===== src/rtl/xgmii_rx_stats.sv =====
// xgmii_rx_stats: per-channel XGMII RX frame/byte/error rate counters.
//
// Ports:
//   sys_clk, sys_rst   156.25 MHz clock, async active-high reset
//   xgmii_rxd/rxc      NCH x 64-bit RX data, NCH x 8-bit RX control
//   clear              sync pulse: zero accumulators, window, outputs
//   sec_tick           one-cycle pulse, outputs just reloaded
//   rx_pps             good frames per window, per channel
//   rx_throughput      good-frame bytes per window (FCS incl.)
//   rx_errors          bad frames per window, per channel
//   rx_total_frames    free-running 64-bit good-frame totals, present
//                      only when XGMII_STATS_TOTAL_EN is defined
module xgmii_rx_stats #(
    parameter int NCH           = 4,
    parameter int CNT_W         = 32,
    parameter int TICKS_PER_SEC = 156250000,
    parameter int MAX_LEN       = 1518
) (
    input  logic                 sys_clk,
    input  logic                 sys_rst,
    input  logic [64*NCH-1:0]    xgmii_rxd,
    input  logic [8*NCH-1:0]     xgmii_rxc,
    input  logic                 clear,
    output logic                 sec_tick,
    output logic [CNT_W*NCH-1:0] rx_pps,
    output logic [CNT_W*NCH-1:0] rx_throughput,
    output logic [CNT_W*NCH-1:0] rx_errors
`ifdef XGMII_STATS_TOTAL_EN
    ,
    output logic [64*NCH-1:0]    rx_total_frames
`endif
);

    localparam int TW = (TICKS_PER_SEC > 1) ?
                        $clog2(TICKS_PER_SEC) : 1;
    localparam logic [TW-1:0] TC = TW'(TICKS_PER_SEC - 1);
    localparam int SW = ((CNT_W > 17) ? CNT_W : 17) + 1;
    localparam logic [15:0] MAXL = 16'(MAX_LEN);

    localparam logic [7:0] C_START = 8'hFB;
    localparam logic [7:0] C_TERM  = 8'hFD;
    localparam logic [7:0] C_ERR   = 8'hFE;

    typedef enum logic {IDLE, FRAME} state_t;

    function automatic logic [CNT_W-1:0] sat_add(
        input logic [CNT_W-1:0] a,
        input logic [16:0]      b
    );
        logic [SW-1:0] s;
        s = SW'(a) + SW'(b);
        return (|s[SW-1:CNT_W]) ? '1 : s[CNT_W-1:0];
    endfunction

    // Window counter; tick_q lines up with the output reload.
    logic [TW-1:0] win_q, win_d;
    logic          tick_q, tick_d;
    logic          win_end;

    assign win_end = (win_q == TC);

    always_comb begin
        win_d  = win_q + 1'b1;
        tick_d = 1'b0;
        if (clear) begin
            win_d = '0;
        end else if (win_end) begin
            win_d  = '0;
            tick_d = 1'b1;
        end
    end

    always_ff @(posedge sys_clk or posedge sys_rst) begin
        if (sys_rst) begin
            win_q  <= '0;
            tick_q <= 1'b0;
        end else begin
            win_q  <= win_d;
            tick_q <= tick_d;
        end
    end

    assign sec_tick = tick_q;

    for (genvar k = 0; k < NCH; k++) begin : g_ch
        state_t          st_q, st_d;
        logic [15:0]     len_q, len_d;
        logic            bad_q, bad_d;
        logic [1:0]      good_n, err_n;
        logic [16:0]     byte_n;
        logic [CNT_W-1:0] pps_q, pps_d, byt_q, byt_d, err_q, err_d;
        logic [CNT_W-1:0] opps_q, opps_d, obyt_q, obyt_d;
        logic [CNT_W-1:0] oerr_q, oerr_d;

        // Walk the eight lanes in order so that several frame
        // boundaries in one word resolve in wire order.
        always_comb begin
            logic        ctl;
            logic [7:0]  byt;
            logic [15:0] flen;
            st_d   = st_q;
            len_d  = len_q;
            bad_d  = bad_q;
            good_n = '0;
            err_n  = '0;
            byte_n = '0;
            ctl    = 1'b0;
            byt    = '0;
            flen   = '0;
            for (int i = 0; i < 8; i++) begin
                ctl = xgmii_rxc[8*k + i];
                byt = xgmii_rxd[64*k + 8*i +: 8];
                if (ctl && byt == C_START && (i == 0 || i == 4)) begin
                    // Start inside a frame: lost Terminate.
                    if (st_d == FRAME) err_n = err_n + 2'd1;
                    st_d  = FRAME;
                    len_d = '0;
                    bad_d = 1'b0;
                end else if (ctl && byt == C_TERM) begin
                    if (st_d == FRAME) begin
                        // Strip preamble + SFD.
                        flen = (len_d >= 16'd7) ?
                               len_d - 16'd7 : 16'd0;
                        if (!bad_d && flen >= 16'd64 &&
                            flen <= MAXL) begin
                            good_n = good_n + 2'd1;
                            byte_n = byte_n + {1'b0, flen};
                        end else begin
                            err_n = err_n + 2'd1;
                        end
                    end
                    st_d = IDLE;
                end else if (st_d == FRAME) begin
                    if (!ctl) begin
                        if (len_d != 16'hFFFF) len_d = len_d + 16'd1;
                    end else if (byt == C_ERR) begin
                        bad_d = 1'b1;
                    end
                end
            end
        end

        always_comb begin
            logic [CNT_W-1:0] p, b, e;
            p      = sat_add(pps_q, {15'd0, good_n});
            b      = sat_add(byt_q, byte_n);
            e      = sat_add(err_q, {15'd0, err_n});
            pps_d  = p;
            byt_d  = b;
            err_d  = e;
            opps_d = opps_q;
            obyt_d = obyt_q;
            oerr_d = oerr_q;
            if (clear) begin
                pps_d  = '0;
                byt_d  = '0;
                err_d  = '0;
                opps_d = '0;
                obyt_d = '0;
                oerr_d = '0;
            end else if (win_end) begin
                opps_d = p;
                obyt_d = b;
                oerr_d = e;
                pps_d  = '0;
                byt_d  = '0;
                err_d  = '0;
            end
        end

        always_ff @(posedge sys_clk or posedge sys_rst) begin
            if (sys_rst) begin
                st_q   <= IDLE;
                len_q  <= '0;
                bad_q  <= 1'b0;
                pps_q  <= '0;
                byt_q  <= '0;
                err_q  <= '0;
                opps_q <= '0;
                obyt_q <= '0;
                oerr_q <= '0;
            end else begin
                st_q   <= st_d;
                len_q  <= len_d;
                bad_q  <= bad_d;
                pps_q  <= pps_d;
                byt_q  <= byt_d;
                err_q  <= err_d;
                opps_q <= opps_d;
                obyt_q <= obyt_d;
                oerr_q <= oerr_d;
            end
        end

        assign rx_pps[CNT_W*k +: CNT_W]        = opps_q;
        assign rx_throughput[CNT_W*k +: CNT_W] = obyt_q;
        assign rx_errors[CNT_W*k +: CNT_W]     = oerr_q;

`ifdef XGMII_STATS_TOTAL_EN
        logic [63:0] tot_q, tot_d;

        // Only reset clears the totals; they wrap.
        always_comb begin
            tot_d = tot_q + {62'd0, good_n};
        end

        always_ff @(posedge sys_clk or posedge sys_rst) begin
            if (sys_rst) tot_q <= '0;
            else         tot_q <= tot_d;
        end

        assign rx_total_frames[64*k +: 64] = tot_q;
`endif
    end

endmodule


===== config.mk =====
export PLATFORM = sky130hd
export DESIGN_NAME = xgmii_rx_stats
export DESIGN_NICKNAME = d
export VERILOG_FILES = /design/src/rtl/xgmii_rx_stats.sv
export SDC_FILE = /design/constraint.sdc
export NUM_CORES = 2
export LEC_CHECK = 0
export ABC_AREA = 0
export CAP_MARGIN = 10
export CORE_AREA = 2 2 623 625
export CTS_CLUSTER_SIZE = 25
export DETAILED_ROUTE_END_ITERATION = 8
export DIE_AREA = 0 0 625 627
export SYNTH_ARGS = -nofsm -noshare
export SYNTH_HDL_FRONTEND = slang
export SYNTH_SLANG_ARGS = --single-unit

===== constraint.sdc =====
create_clock -name sys_clk -period 35.8 [get_ports sys_clk]
set_clock_uncertainty 0.15 [all_clocks]
set_input_delay 7.16 -clock sys_clk [delete_from_list [all_inputs] [get_ports sys_clk]]
set_output_delay 7.16 -clock sys_clk [all_outputs]
set_load 0.03 [all_outputs]

# ---- Word-level counts from Yosys, hierarchy flattened
# Index checks and enable logic that the tools add are counted.
dict set report word_totals {
  reg_bits 869
  latchBits 0
  ramBits 0
  romBits 0
  out_inout_bits 385
  n_memories 0
}
dict set report classes {
  n_addsub 161
  n_mul 0
  div 0
  magnitude_cmp 96
  eq_ne 105
  shifts 0
  mux 728
  bitwise_logic 0
  reduce_logical 137
}
# cell count
set op_table {}
lappend op_table {{16-bit two-way mux} 181}
lappend op_table {{32-bit two-way mux} 60}
lappend op_table {{17-bit two-way mux} 91}
lappend op_table {{8-bit == test (second input constant)} 72}
lappend op_table {{16-bit by 1-bit adder with 16-bit output (second input constant)} 32}
lappend op_table {{16-bit by 3-bit greater-or-equal comparator with 1-bit output (second input constant)} 32}
lappend op_table {{16-bit by 7-bit greater-or-equal comparator with 1-bit output (second input constant)} 32}
lappend op_table {{16-bit by 11-bit <= comparator with 1-bit output (second input constant)} 32}
lappend op_table {{16-bit != test (second input constant)} 32}
lappend op_table {{16-bit by 3-bit subtractor with 16-bit output (second input constant)} 32}
lappend op_table {{17-bit by 16-bit adder with 17-bit output} 28}
lappend op_table {{2-bit two-way mux} 189}
lappend op_table {{32-bit by 2-bit adder with 33-bit output} 8}
lappend op_table {{1-bit two-way mux} 205}
lappend op_table {{32-bit by 17-bit adder with 33-bit output} 4}
lappend op_table {{2-bit by 1-bit adder with 2-bit output (second input constant)} 56}
lappend op_table {{1-bit logical AND} 104}
lappend op_table {{28-bit two-way mux} 2}
lappend op_table {{1-bit zero test} 32}
lappend op_table {{28-bit by 1-bit adder with 28-bit output (second input constant)} 1}
lappend op_table {{28-bit == test (second input constant)} 1}
lappend op_table {{2-bit nonzero test} 1}

# ---- Depth between registers and ports, before layout
dict set report depth {
  depth_word 49
  mapped_depth 99
  depth_no_buf 87
}

# ---- Worst setup path after synthesis
# No wires, ideal clock.
dict set report synth_timing {
  kind {input-to-reg}
  start {input port xgmii_rxd[4]}
  end {register g_ch[0].obyt_q[2]}
  setup_time_ns 0.094
  arrival_time_ns 25.609
  required_ns 35.556
  slack_ns 9.947
  cell_stages 95
  n_path_buf 14
  path_cell_list {nand4_1 -> or3_1 -> clkbuf_1 -> clkbuf_1 -> clkbuf_1 -> and2_1 -> ha_1 -> o211ai_1 -> or4_1 -> nor3_4 -> a31oi_1 -> xnor2_1 -> inv_1 -> ha_1 -> o21ai_0 -> nor4_1 -> a31oi_1 -> a21oi_1 -> (+59 left out) -> xnor2_1 -> mux2_2 -> ha_1 -> inv_1 -> o21bai_1 -> a21oi_1 -> o21bai_1 -> a21oi_1 -> nor2b_1 -> o2111a_1 -> and2_1 -> inv_1 -> nor2_1 -> and4_1 -> clkbuf_1 -> clkbuf_1 -> nor2_1 -> a211oi_1}
}
dict set report synth_via {
  elab_chain_len 47
}
# item line_no
set synth_lines {}
lappend synth_lines {{start: declaration} 21} ;# input logic [64*NCH-1:0] xgmii_rxd,
lappend synth_lines {{8-bit == test} 119} ;# end else if (ctl && byt == C_TERM) begin
lappend synth_lines {{1-bit logical AND} 119}
lappend synth_lines {{16-bit two-way mux} 119}
lappend synth_lines {{16-bit two-way mux} 113} ;# if (ctl && byt == C_START && (i == 0 || i == 4)) begin
lappend synth_lines {{16-bit by 1-bit adder with 16-bit output / 16-bit != test (equally long branches)} 135} ;# if (len_d != 16'hFFFF) len_d = len_d + 16'd1;
lappend synth_lines {{16-bit two-way mux} 135}
lappend synth_lines {{16-bit two-way mux} 134} ;# if (!ctl) begin
lappend synth_lines {{16-bit two-way mux} 133} ;# end else if (st_d == FRAME) begin
lappend synth_lines {{(+30 left out)} n/a}
lappend synth_lines {{1-bit logical AND (2 in series)} 124} ;# if (!bad_d && flen >= 16'd64 &&
lappend synth_lines {{17-bit two-way mux} 124}
lappend synth_lines {{17-bit two-way mux} 120} ;# if (st_d == FRAME) begin
lappend synth_lines {{17-bit two-way mux (*)} 119}
lappend synth_lines {{32-bit by 17-bit adder with 33-bit output (*)} 51} ;# s = SW'(a) + SW'(b);
lappend synth_lines {{32-bit two-way mux (*)} 52} ;# return (|s[SW-1:CNT_W]) ? '1 : s[CNT_W-1:0];
lappend synth_lines {{32-bit two-way mux (*)} 161} ;# end else if (win_end) begin
lappend synth_lines {{32-bit two-way mux (*)} 154} ;# if (clear) begin
lappend synth_lines {{end signal: assignment} 190} ;# obyt_q <= obyt_d;
lappend synth_lines {{end: declaration} 92} ;# logic [CNT_W-1:0] opps_q, opps_d, obyt_q, obyt_d;
# Every way passes the cells marked *; elsewhere a longest branch is shown, timed or not. The select of a mux whose other input is x is not followed.
# A chain may end at the register's enable or synchronous reset.

# ---- Worst setup path in the final report
dict set report layout_timing {
  start {input port xgmii_rxc[16]}
  end {register g_ch[2].obyt_q[8]}
}
dict set report layout_via {
  elab_chain_len 47
}
# item line_no
set layout_lines {}
lappend layout_lines {{start: declaration} 22} ;# input logic [8*NCH-1:0] xgmii_rxc,
lappend layout_lines {{16-bit two-way mux} 134}
lappend layout_lines {{16-bit two-way mux} 133}
lappend layout_lines {{16-bit two-way mux} 119}
lappend layout_lines {{16-bit two-way mux} 113}
lappend layout_lines {{16-bit by 1-bit adder with 16-bit output / 16-bit != test (equally long branches)} 135}
lappend layout_lines {{16-bit two-way mux} 135}
lappend layout_lines {{16-bit two-way mux} 134}
lappend layout_lines {{16-bit two-way mux} 133}
lappend layout_lines {{(+30 left out)} n/a}
lappend layout_lines {{1-bit logical AND (2 in series)} 124}
lappend layout_lines {{17-bit two-way mux} 124}
lappend layout_lines {{17-bit two-way mux} 120}
lappend layout_lines {{17-bit two-way mux (*)} 119}
lappend layout_lines {{32-bit by 17-bit adder with 33-bit output (*)} 51}
lappend layout_lines {{32-bit two-way mux (*)} 52}
lappend layout_lines {{32-bit two-way mux (*)} 161}
lappend layout_lines {{32-bit two-way mux (*)} 154}
lappend layout_lines {{end signal: assignment} 190}
lappend layout_lines {{end: declaration} 92}
# Marked as above.

==> flow_summary.yaml <==
run_status:
  status: "finished, final reports clean"
timing:
  drv_slew: 0
  fmax_mhz: 34.32
  finalSetupViolCount: 0
  postLayoutSetupSlackWorst_ns: 6.659
  rsz0062_at_grt: "no"
  period_needed_ns: 29.14
  max-slew-margin-rel_pct: 19.57
  hold_ws_ns: 0.3101
  post-route-period-util_pct: 81.40
  tightest_slew_ns: 1.206
  timing.setup.tns_ns: 0
  hold_viol: 0
layout:
  nFillCells: 41400
  register_area_sq_um: 21750
  multi_input_area_sq_um: 70810
  syn_to_final_growth_pct: 16.79
  utilization_pct: 29.14
  drive_gt1_share_pct: 6.367
  fin_nets: 13900
power:
  power.leakage_nw: 46.70
  p_per_area_nw_per_um2: 58.68
  ir_drop_mv: 0.04980
place:
  dp_worst_setup_slack_ns: 6.225
  io_buffers: 675
  hpwl_mm: 291.3
  gp_congestion: 0.9673
floorplan:
  die_width_um: 625
  row_count: 228
  die_h_um: 627
  core_sq_um: 384800
  initial_utilization_pct: 24.95
  io_pins: 676
  dieArea_sq_um: 391900
logic_synthesis:
  synthCells: 12565
  synthArstFlopShare_pct: 100.0
  avgSynthCellArea_sq_um: 7.641
  synth_flop_cell: "dfrtp_1"
  yosys_warnings: 0
  synth.distinct_cells: 137
  yosysSeqAreaShare_pct: 22.65
  ys_ff_latch: 869
  synth-edff-count: 0
  syn_area_sq_um: 96010
clock_network:
  hold_buffers: 0
  clock_latency_ns: 0.91
  cts.repair.resized: 0
  clkTransAtPathRegs_ns: 0.06
  max-clock-path-buffers: 4
  tritoncts: "done"
  clock-sinks: 869
  numCtsBuffers: 110
  htreeDepth: 3
  postCtsSetupBuffers: 0
  root_buffer: "clkbuf_16"
worst_setup_path:
  r2r_cells: 80
  cpMostUsedCell: "a21oi_1"
  r2r-end: "g_ch[2].obyt_q[8]$_DFFE_PP0P_"
  startpoint_type: "input pin"
  critPathRequiredTime_ns: 36.35
  r2r_start: "g_ch[2].len_q[0]$_DFF_PP0_"
  r2r_setup_slack_ns: 11.66
  crit_slowest_cell: "o31ai_1"
  cpPeakStageDelay_ns: 0.79
  critPathCaptureType: "register"
  critical_path_class: "in -> reg"
  arrival_ns: 29.69
  critPathMaxFanout: 22
grt:
  grt_max_degree: 211
  overflow: 0
  grt_pass1_wl_mm: 550.2
  grt_antenna_before_repair: 5
  grtUsageTotal_pct: 17.75
  first_global_vias: 89946
worst_hold_path:
  min_from: "win_q[0]$_DFF_PP0_"
  hold-path-endpoint: "win_q[0]$_DFF_PP0_"
  hold_depth: 1
  min_path_type: "reg -> reg"
route:
  wire_per_inst_um: 20.08
  antenna_left: 0
  drc: 0
  vias_per_cell: 5.270
  via_count: 95636
  first_iter_violations: 7922
  wl_mm: 364.4
  drt_first_pass_iters: 9
job:
  cap_viol_max_count: 0
==> sequential cells by signal (all words and copies together) (netlist names), 4 cells and up <==
signal       count
g_ch.byt_q     128
g_ch.err_q     128
g_ch.obyt_q    128
g_ch.oerr_q    128
g_ch.opps_q    128
g_ch.pps_q     128
g_ch.len_q      64
win_q           28
g_ch.bad_q       4
g_ch.st_q        4
==> worst max-delay path by stage <==
stage / slack [ns] / start / depth (start not counted) / to
floorplan: 4.07 / sys_rst / 1 / g_ch[0].bad_q$_DFF_PP0_
global placement: 6.60 / xgmii_rxc[16] / 80 / g_ch[2].obyt_q[3]$_DFFE_PP0P_
detailed placement: 6.23 / xgmii_rxc[16] / 80 / g_ch[2].obyt_q[8]$_DFFE_PP0P_
CTS: 6.99 / xgmii_rxc[16] / 80 / g_ch[2].obyt_q[2]$_DFFE_PP0P_
global route: 4.52 / xgmii_rxc[16] / 80 / g_ch[2].obyt_q[8]$_DFFE_PP0P_
finish: 6.66 / xgmii_rxc[16] / 80 / g_ch[2].obyt_q[8]$_DFFE_PP0P_
==> area by class of cell <==
class                           count  share of cell area (%)
Clock inverter                     56                  0.6773
Antenna cell                        4                0.008927
Multi-Input combinational cell  10783                   63.15
Clock buffer                      144                   2.712
Tap cell                         5060                   5.646
Inverter                          423                   1.423
Sequential cell                   869                   19.39
Timing Repair Buffer              809                   6.992
==> routing by layer <==
| metal | wire length [um] | part of all wire, % | track usage [%] | vias up |
|---|---|---|---|---|
| met5 | 0 | 0 | 0 | - |
| met4 | 15840 | 4.3 | 6.881 | 0 |
| met3 | 18780 | 5.2 | 2.093 | 497 |
| met2 | 168900 | 46 | 29.64 | 2823 |
| met1 | 160900 | 44 | 23.25 | 46012 |
| li1 | - | - | - | 46304 |
==> cell usage in the layout (no fill, tap or decap), types with 35 or more instances in the layout <==
cell type | Yosys | layout
xnor2_1 | 902 | 902
o21a_1 | 136 | 136
o21bai_1 | 292 | 292
mux2i_1 | 126 | 124
nor2_1 | 2202 | 2198
nand2_1 | 806 | 806
mux2_2 | 229 | 229
and4_1 | 65 | 65
a311oi_1 | 75 | 75
dfrtp_1 | 869 | 869
o211ai_1 | 62 | 62
nor2b_1 | 174 | 174
or2_2 | 77 | 77
a31oi_1 | 142 | 142
inv_1 | 422 | 421
and3_1 | 202 | 202
a211oi_1 | 340 | 339
nand3_1 | 452 | 452
fa_1 | 40 | 40
or3_1 | 127 | 126
clkdlybuf4s50_1 | 0 | 673
o21ai_0 | 392 | 391
o31ai_1 | 72 | 71
a21o_1 | 295 | 295
nand2b_1 | 145 | 144
o22ai_1 | 43 | 43
clkbuf_16 | 0 | 110
nand4b_1 | 35 | 35
and2_1 | 140 | 141
nand4_1 | 201 | 201
a21oi_1 | 798 | 798
buf_4 | 16 | 129
ha_1 | 573 | 573
a31o_2 | 36 | 36
nor4_1 | 170 | 165
xor2_1 | 322 | 322
nor3_1 | 348 | 341
or4_1 | 66 | 66
==> critical path, delay by kind of cell <==
family / cells / cell delay (ns)
compound gates: 31 / 8.32
fa+ha+maj: 8 / 2.78
buf+inv: 4 / 0.85
simple gates: 29 / 8.02
mux: 3 / 1.19
xor+xnor: 5 / 1.31
==> cells in the mapped netlist (all sizes together), types with 40 or more instances <==
cell,instances,share of area (%)
a211oi,347,2.8
xor2,323,3.0
and2,148,0.96
nand2,806,3.2
mux2,248,2.9
o21ai,424,2.2
or4,67,0.53
o21bai,292,2.3
nor2,2207,8.6
mux2i,128,1.3
nand2b,145,0.94
and4,65,0.59
a21o,295,2.3
a21oi,802,4.2
nor2b,174,1.1
buf,94,0.52
ha,573,7.5
nand3,461,2.5
a31oi,144,0.95
clkbuf,415,1.6
and3,202,1.3
dfrtp,869,23
fa,40,0.83
nor3,362,2.0
o31ai,81,0.70
nand4,206,1.4
o22ai,43,0.28
a311oi,80,0.77
nor4,192,1.5
o211ai,67,0.55
xnor2,907,8.3
inv,422,1.6
or2,89,0.58
or3,129,0.85
o21a,136,1.1
==> per-stage QoR <==
step                std cells  total power [mW]  cell area, sq um
global route            18147             7.071            112100
detailed placement      17943             5.275            108300
CTS                     18143             6.533            112100
global placement        17943             5.251            108300
finish                  18148             6.579            112100
floorplan               12584             4.244             96080
==> report_power, final <==
part           switching, mW  total [mW]  internal [mW]
Sequential            0.0707        1.08           1.01
Clock                  0.500        1.20          0.704
Combinational           2.74        4.30           1.56
Total                   3.31        6.58           3.27
==> cell families (layout without fill, tap and decap cells) <==
group | count (synthesis) | after routing | share of synthesized area, %
AOI/OAI and AO/OA | 3114 | 3114 | 22.10
DFF | 869 | 869 | 22.65
buffers and inverters | 932 | 1432 | 3.800
muxes | 376 | 376 | 4.259
other | 1 | 24 | 0.003906
xor gates and xnor gates | 1231 | 1231 | 11.29
adders and majority gates | 622 | 622 | 8.395
and+or+nand+nor | 5420 | 5420 | 27.50
No activity file was read; power rests on OpenSTA's default activity.
